`src/rtl/uart_tx_arbiter_pkg.sv`:
```
// Shared definitions for the UART TX arbiter: state encoding, byte width and
// a constant-evaluable ceil(log2) used to size pointers and counters.
package uart_pkg;

  localparam int BYTE_W = 8;

  typedef enum logic [1:0] {
    IDLE = 2'd0,
    SEND = 2'd1,
    GAP  = 2'd2
  } state_t;

  function automatic int clog2(input int value);
    int r;
    r = 0;
    for (int i = 0; i < 31; i++) begin
      if (int'(32'd1 << i) < value) begin
        r = i + 1;
      end else begin
        r = r;
      end
    end
    return r;
  endfunction

endpackage

```
`src/rtl/uart_tx_arbiter_rr_picker.sv`:
```
// Combinational round-robin picker: first asserted request at or after ptr,
// wrapping modulo N, returned both one-hot and as an index.
module rr_picker #(
  parameter int N  = 4,
  parameter int PW = 2
) (
  input  logic [N-1:0]  req,
  input  logic [PW-1:0] ptr,
  output logic [N-1:0]  winner,
  output logic [PW-1:0] idx,
  output logic          valid
);

  int cand;

  always_comb begin
    winner = '0;
    idx    = '0;
    valid  = 1'b0;
    cand   = 0;
    for (int k = 0; k < N; k++) begin
      cand = (int'(ptr) + k) % N;
      if (!valid && req[cand[PW-1:0]]) begin
        winner[cand[PW-1:0]] = 1'b1;
        idx                  = cand[PW-1:0];
        valid                = 1'b1;
      end else begin
        valid = valid;
      end
    end
  end

endmodule

```
`src/rtl/uart_tx_arbiter.sv`:
```
// Packet-granular round-robin arbiter sharing one UART transmitter among
// NUM_REQ sources. Optional idle-grant timeout: UART_TX_ARB_TIMEOUT_EN.
module uart_tx_arbiter
  import uart_pkg::*;
#(
  parameter int NUM_REQ = 4
`ifdef UART_TX_ARB_TIMEOUT_EN
  , parameter int TIMEOUT_CYCLES = 1024
`endif
) (
  input  logic                        clk,
  input  logic                        rst,
  input  logic [NUM_REQ-1:0]          req,
  input  logic [BYTE_W*NUM_REQ-1:0]   req_data,
  input  logic [NUM_REQ-1:0]          req_last,
  output logic [NUM_REQ-1:0]          ack,
  output logic [NUM_REQ-1:0]          grant,
  output logic [BYTE_W-1:0]           tx_data,
  output logic                        new_tx_data,
  input  logic                        tx_busy
`ifdef UART_TX_ARB_TIMEOUT_EN
  , output logic                      timeout_err
`endif
);

  localparam int PW = clog2(NUM_REQ);

  state_t              state, next_state;
  logic [NUM_REQ-1:0]  pick_winner;
  logic [PW-1:0]       pick_idx;
  logic                pick_valid;
  logic [PW-1:0]       ptr, gidx, next_ptr;
  logic                last_seen;
  logic                sel_req, sel_last, take, release_to;
  logic [BYTE_W-1:0]   sel_byte;

  rr_picker #(.N(NUM_REQ), .PW(PW)) u_picker (
    .req    (req),
    .ptr    (ptr),
    .winner (pick_winner),
    .idx    (pick_idx),
    .valid  (pick_valid)
  );

  // Only the granted requester's byte, last flag and request are looked at.
  always_comb begin
    sel_byte = '0;
    for (int i = 0; i < NUM_REQ; i++) begin
      if (gidx == PW'(i)) begin
        sel_byte = req_data[i*BYTE_W +: BYTE_W];
      end else begin
        sel_byte = sel_byte;
      end
    end
  end

  assign sel_req  = req[gidx];
  assign sel_last = req_last[gidx];
  assign next_ptr = (gidx == PW'(NUM_REQ - 1)) ? '0 : gidx + PW'(1);

`ifdef UART_TX_ARB_TIMEOUT_EN
  localparam int CW = clog2(TIMEOUT_CYCLES) + 1;
  logic [CW-1:0] idle_cnt;

  assign release_to = (state == SEND) && !sel_req && (idle_cnt == CW'(TIMEOUT_CYCLES - 1));

  always_ff @(posedge clk or posedge rst) begin
    if (rst) begin
      idle_cnt    <= '0;
      timeout_err <= 1'b0;
    end else begin
      timeout_err <= release_to;
      if ((state == SEND) && !sel_req && !release_to) begin
        idle_cnt <= idle_cnt + CW'(1);
      end else begin
        idle_cnt <= '0;
      end
    end
  end
`else
  assign release_to = 1'b0;
`endif

  always_ff @(posedge clk or posedge rst) begin
    if (rst) begin
      state <= IDLE;
    end else begin
      state <= next_state;
    end
  end

  always_comb begin
    next_state = state;
    case (state)
      IDLE: begin
        if (pick_valid) next_state = SEND;
        else            next_state = IDLE;
      end
      SEND: begin
        if (take)            next_state = GAP;
        else if (release_to) next_state = IDLE;
        else                 next_state = SEND;
      end
      GAP: begin
        if (last_seen) next_state = IDLE;
        else           next_state = SEND;
      end
      default: next_state = IDLE;
    endcase
  end

  always_comb begin
    take = 1'b0;
    ack  = '0;
    if ((state == SEND) && sel_req && !tx_busy) begin
      take = 1'b1;
      ack  = grant;
    end else begin
      take = 1'b0;
      ack  = '0;
    end
  end

  // Grant, pointer and transmitter-side registers; pointer only moves on release.
  always_ff @(posedge clk or posedge rst) begin
    if (rst) begin
      grant       <= '0;
      gidx        <= '0;
      ptr         <= '0;
      last_seen   <= 1'b0;
      tx_data     <= '0;
      new_tx_data <= 1'b0;
    end else begin
      new_tx_data <= take;
      case (state)
        IDLE: begin
          if (pick_valid) begin
            grant <= pick_winner;
            gidx  <= pick_idx;
          end else begin
            grant <= '0;
          end
        end
        SEND: begin
          if (take) begin
            tx_data   <= sel_byte;
            last_seen <= sel_last;
          end else if (release_to) begin
            grant <= '0;
            ptr   <= next_ptr;
          end else begin
            last_seen <= last_seen;
          end
        end
        GAP: begin
          if (last_seen) begin
            grant <= '0;
            ptr   <= next_ptr;
          end else begin
            grant <= grant;
          end
        end
        default: grant <= '0;
      endcase
    end
  end

endmodule

```
`config.mk`:
```
export PLATFORM = sky130hd
export DESIGN_NAME = uart_tx_arbiter
export DESIGN_NICKNAME = d
export VERILOG_FILES = /design/src/rtl/uart_tx_arbiter_pkg.sv /design/src/rtl/uart_tx_arbiter_rr_picker.sv /design/src/rtl/uart_tx_arbiter.sv
export SDC_FILE = /design/constraint.sdc
export NUM_CORES = 1
export LEC_CHECK = 0
export ABC_AREA = 1
export ABC_CLOCK_PERIOD_IN_PS = 2500
export BUFFER_PORTS_ARGS = -buffer_cell sky130_fd_sc_hd__buf_2
export CORE_MARGIN = 2
export CORE_UTILIZATION = 50
export DETAILED_ROUTE_END_ITERATION = 6
export GPL_ROUTABILITY_DRIVEN = 0
export PLACE_DENSITY = 0.86
export SYNTH_ARGS = -nofsm -noshare
export SYNTH_HDL_FRONTEND = slang
export SYNTH_SLANG_ARGS = --single-unit
export TNS_END_PERCENT = 10
```
`constraint.sdc`:
```
create_clock -name clk -period 2.5 [get_ports clk]
set_input_delay 0.375 -clock clk [delete_from_list [all_inputs] [get_ports clk]]
set_output_delay 0.375 -clock clk [all_outputs]
set_load 0.02 [all_outputs]
```
-- Yosys cells after proc, flatten, opt, wreduce, memory -nomap -nowiden
Index checks and enable logic that the tools add are counted.
- bits of input ports: 43
- word-level logic and storage cells: 95
- flip-flop bits (word level): 20
- output and inout port bits: 17
- equal/unequal tests: 6
- multiplexer cells: 46
- bitwise gates (word level): 4
- reductions and logical operators: 19
- add/subtract/negate cells: 4
- order comparisons: 9
- operators with widths (cell ; number):
    $mux 8 ; 4
    $mux 4 ; 7
    $mux 1 ; 17
    $lt 2x3->1 const B ; 5
    $bmux 1 s2 ; 6
    $mux 2 ; 6
    $or 4x4->4 ; 3
    $pmux 4 s3 ; 1
    $logic_and 1x1->1 ; 9
    $demux 1 s2 ; 4
    $ge 2x1->1 const B ; 4
    $reduce_and 2->1 ; 4
    $eq 2x2->1 const B ; 3
    $pmux 2 s3 ; 1
    $add 2x1->2 const B ; 2
    $add 2x2->2 const B ; 2
    $eq 2x1->1 const B ; 2
    $logic_not 1->1 ; 4
    $logic_not 2->1 ; 2
    $ne 2x2->1 const B ; 1
    $not 1->1 ; 1

-- Logic depth before layout (Yosys ltp)
- depth in word-level cells: 14
- depth in mapped cells: 12
- gate-level depth less buffers: 11

-- Cells and area by module
A second synthesis with hierarchy kept.
- cells, all modules: 253
- area total of the unflattened synthesis: 1686.6 um^2
- modules (own cells, without submodules) (module ; seq. area each (um^2) ; area an instance (um^2) ; cells each ; instances):
    uart_tx_arbiter ; 500.5 ; 1246.2 ; 179 ; 1
    rr_picker ; 0.0 ; 440.4 ; 74 ; 1

-- Least setup slack after synthesis
OpenSTA, ideal clock, no wires.
- kind: reg-to-output
- start: reg gidx[0]
- end: out ack[0]
- buffers on the path: 1
- required time: 2.125 ns
- path slack: 0.674 ns
- arrival time: 1.451 ns
- cell stages (with the launch flop): 9
- cell sequence: dfrtp_1 inv_2 nand2_1 nand3_1 nand2_1 a31oi_4 inv_1 buf_2 nor2_1
- cells in the longest elaborated chain, start to end: 5
- RTL lines (what ; RTL line ; RTL):
    start, declared ; uart_tx_arbiter.sv:32 ; logic [PW-1:0] ptr, gidx, next_ptr;
    start signal, assigned ; uart_tx_arbiter.sv:139 ; gidx <= pick_idx;
    $bmux 1 s2 ; uart_tx_arbiter.sv:57 ; assign sel_req = req[gidx];
    $mux 1 (implied by the code) ; uart_tx_arbiter.sv:57 ;
    $logic_and 1x1->1 (2 in a row) ; uart_tx_arbiter.sv:115 ; if ((state == SEND) && sel_req && !tx_busy) begin
    $mux 4 ; uart_tx_arbiter.sv:115 ;
    end, declared ; uart_tx_arbiter.sv:16 ; output logic [NUM_REQ-1:0] ack,
No other way between the ends. The select of a mux whose other input is x is not followed.

-- Worst setup path after layout
- start: reg gidx[1]
- end: out ack[0]
The elaborated chain is that of the path after synthesis.

==> summary.md <==
| Metric | Value |
|---|---|
| Comb pwr share | `65.5%` |
| Die area | `3780 µm²` |
| Cts repair resizes | `0` |
| Layout net count | `344` |
| Max Fanout on Critical Path | `12` |
| Buf/Inv on CP | `3` |
| Worst setup EP type | `primary output` |
| Synth cell types | `28` |
| Clock share of power | `10.5%` |
| Skew final | `0.00125 ns` |
| TNS Setup | `0 ns` |
| Worst R2R Path Depth | `10` |
| Final Max Tran Viols | `0` |
| Port Buffers | `59` |
| Largest delay share family, worst path | `flip-flops` |
| Synth warnings | `0` |
| Final setup fails | `0` |
| Actual slew at the worst max-slew pin | `0.697 ns` |
| R2R Path End | `grant[3]` |
| Slew headroom | `53.5%` |
| Pleak | `1.13 nW` |
| Die Ht | `61.5 µm` |
| Final hold vios | `0` |
| Reg power frac | `24.1%` |
| Sw Ratio | `52.4%` |
| Detail Route Antenna Nets | `0` |
| Chip width | `61.5 µm` |
| Fill count | `304` |
| Fmax | `0.443 GHz` |
| HPWL after DPL | `3040 µm` |
| Status | `finished clean` |
| Peak supply drop | `0.000558 V` |
| Crit start category | `flip-flop` |
| Post-route clock period utilization | `90.2%` |
| Vias per inst | `5.11` |
| Global Route Usage Sum | `21.4%` |
| Average routed wire per standard cell | `11.6 µm` |
| CTS max path bufs | `2` |
| CP startpoint | `gidx[1]` |
| IO Pins | `60` |
| Reg-to-Reg Start | `ptr[0]` |
| Clk sinks | `20` |
| Sw power | `1.31 mW` |
| Reg2Reg Setup Slack | `0.42 ns` |
| Clock latency on the worst-skew pair | `0.30 ns` |
| CP endpoint | `ack[0]` |
| Synthesized area per cell | `7.09 µm²` |
| Vias | `1701` |
| Initial DRC count | `51` |
| Hold Crit Class | `in -> async` |
| Initial antenna violation count | `0` |
| Initial Utilization | `53.3%` |
| Kind of critical path | `reg -> out` |
| Pwr per Cell Area | `1250 nW/µm²` |
| Most frequent CP cell | `inv_1` |
| Slowest cell on the critical path | `dfrtp_1` |
| Yosys reg bits | `20` |
| Crit path depth | `7` |
| Worst path cell trace | `inv_1 > nand3_1 > nand2_1 > a31oi_4 > inv_1 > nor2_1 > buf_2` |
| Num rows | `20` |
| Crit path largest cell delay | `0.55 ns` |
| Unrepaired setup endpoints after global routing | `false` |
| Seq/Total Area, Yosys | `30.3%` |
| Crit path required time | `2.12 ns` |
| Core Util, Final | `64.8%` |
| Largest net degree at the start of global routing | `21` |
| Period minus WS final | `2.26 ns` |
| Arrival time worst endpoint | `1.88 ns` |
| First-pass GRT wire length | `6090 µm` |
| Setup bufs post-CTS | `0` |
| N_diodes | `0` |
| Area growth syn-to-layout | `21.7%` |
| Total CTS buffers | `3` |
| Most common cell after layout, fill and taps aside | `nand2_1` |
| Clock transition at path regs | `0.11 ns` |
| Routed WL | `3870 µm` |
| Vias in the first global route | `1433` |
| Power Total | `2.51 mW` |
| Core region area | `3100 µm²` |
| Total gr overflow | `0` |
| Commonest non-fill, non-tap cells in the layout | `83 x nand2_1, 59 x buf_2, 29 x nand3_1` |
| CTS tree | `done` |
| Post-synthesis cell area | `1650 µm²` |
| Synthesized Nets | `287` |
| CTS root buf | `clkbuf_4` |
| # DRC | `0` |
| Internal power | `1.19 mW` |
| Count of max-cap constraint violations | `0` |
| DR pass1 iterations | `4` |
| Syn Inst Count | `233` |
| H-tree levels | `1` |
| Share of cells above drive strength 1 | `26.3%` |
| Hold Buf Count CTS | `0` |
-- sequential cells by signal (all words and copies together), names as in the netlist --
signal       count
gidx             2
grant            4
last_seen        1
new_tx_data      1
ptr              2
state            2
tx_data          8
-- power by group through the flow --
stage / registers [mW] / clock network (mW) / logic (mW)
CTS: 0.604 / 0.267 / 1.63
global route: 0.625 / 0.284 / 1.84
finish: 0.604 / 0.262 / 1.64
detailed placement: 0.607 / 0 / 1.62
floorplan: 0.658 / 0 / 1.24
global placement: 0.605 / 0 / 1.59
-- area by class of cell --
cell class / count / area (µm²) / share of cell area [%]
Sequential cell: 20 / 500 / 24.9
Timing Repair Buffer: 60 / 303 / 15.0
Inverter: 21 / 86.3 / 4.29
Clock buffer: 3 / 22.5 / 1.12
Multi-Input combinational cell: 184 / 1010 / 50.4
Tap cell: 44 / 55.1 / 2.74
Clock inverter: 1 / 30.0 / 1.49
-- worst min-delay path by stage --
stage / start / endpoint / cells after the start
after CTS: rst / tx_data[2] / 2
after floorplan: rst / gidx[0] / 1
after global placement: tx_data[2] / tx_data[2] / 2
after global routing: rst / tx_data[3] / 2
final: rst / tx_data[3] / 2
after detailed placement: tx_data[2] / tx_data[2] / 2
-- cells in the mapped netlist --
library cell  number  area (µm²)
nand2_1           83         312
nand3_1           29         145
dfrtp_1           20         500
inv_1             18        67.6
nor2_1            13        48.8
ha_1              11         138
o211ai_1           9        67.6
a21o_1             8        60.1
a21oi_1            6        30.0
nand4_1            5        31.3
a21boi_0           4        30.0
nand2_4            4        45.0
clkbuf_1           3        11.3
o21ai_0            3        15.0
buf_2              2        10.0
buf_6              2        22.5
inv_2              2        7.51
a31oi_1            1        6.26
a31oi_4            1        21.3
buf_4              1        7.51
inv_8              1        11.3
nand2_2            1        6.26
nand3_2            1        10.0
nor2_4             1        11.3
o21a_1             1        7.51
o21ai_4            1        16.3
o22ai_1            1        6.26
o31ai_1            1        7.51
-- routing by layer --
layer	track usage [%]	wire (µm)	part of all wire, %	vias up
li1	-	-	-	876
met1	29.2	1770	46	769
met2	35.0	1880	49	52
met3	3.15	177	4.6	4
met4	6.38	40	1.0	0
met5	0	0	0	-
-- cell families (layout without fill, tap and decap cells) --
| family | count (synthesis) | count (layout) | share of synthesized area [%] |
|---|---|---|---|
| compound gates | 36 | 36 | 16.2 |
| fa+ha+maj | 11 | 11 | 8.33 |
| buf+inv | 29 | 85 | 8.33 |
| flops | 20 | 20 | 30.3 |
| simple gates | 137 | 137 | 36.9 |
-- metrics by stage --
stage / hold WS, ns / setup WS, ns / instance area, µm² / instances
CTS: 0.183 / 0.253 / 2010 / 333
floorplan: 0.339 / 0.674 / 1650 / 233
global route: 0.225 / 0.0499 / 2010 / 333
detailed placement: 0.463 / 0.450 / 1960 / 329
finish: 0.159 / 0.245 / 2010 / 333
global placement: 0.459 / 0.522 / 1960 / 329
Note: power is estimated with default switching activity, not from simulation.
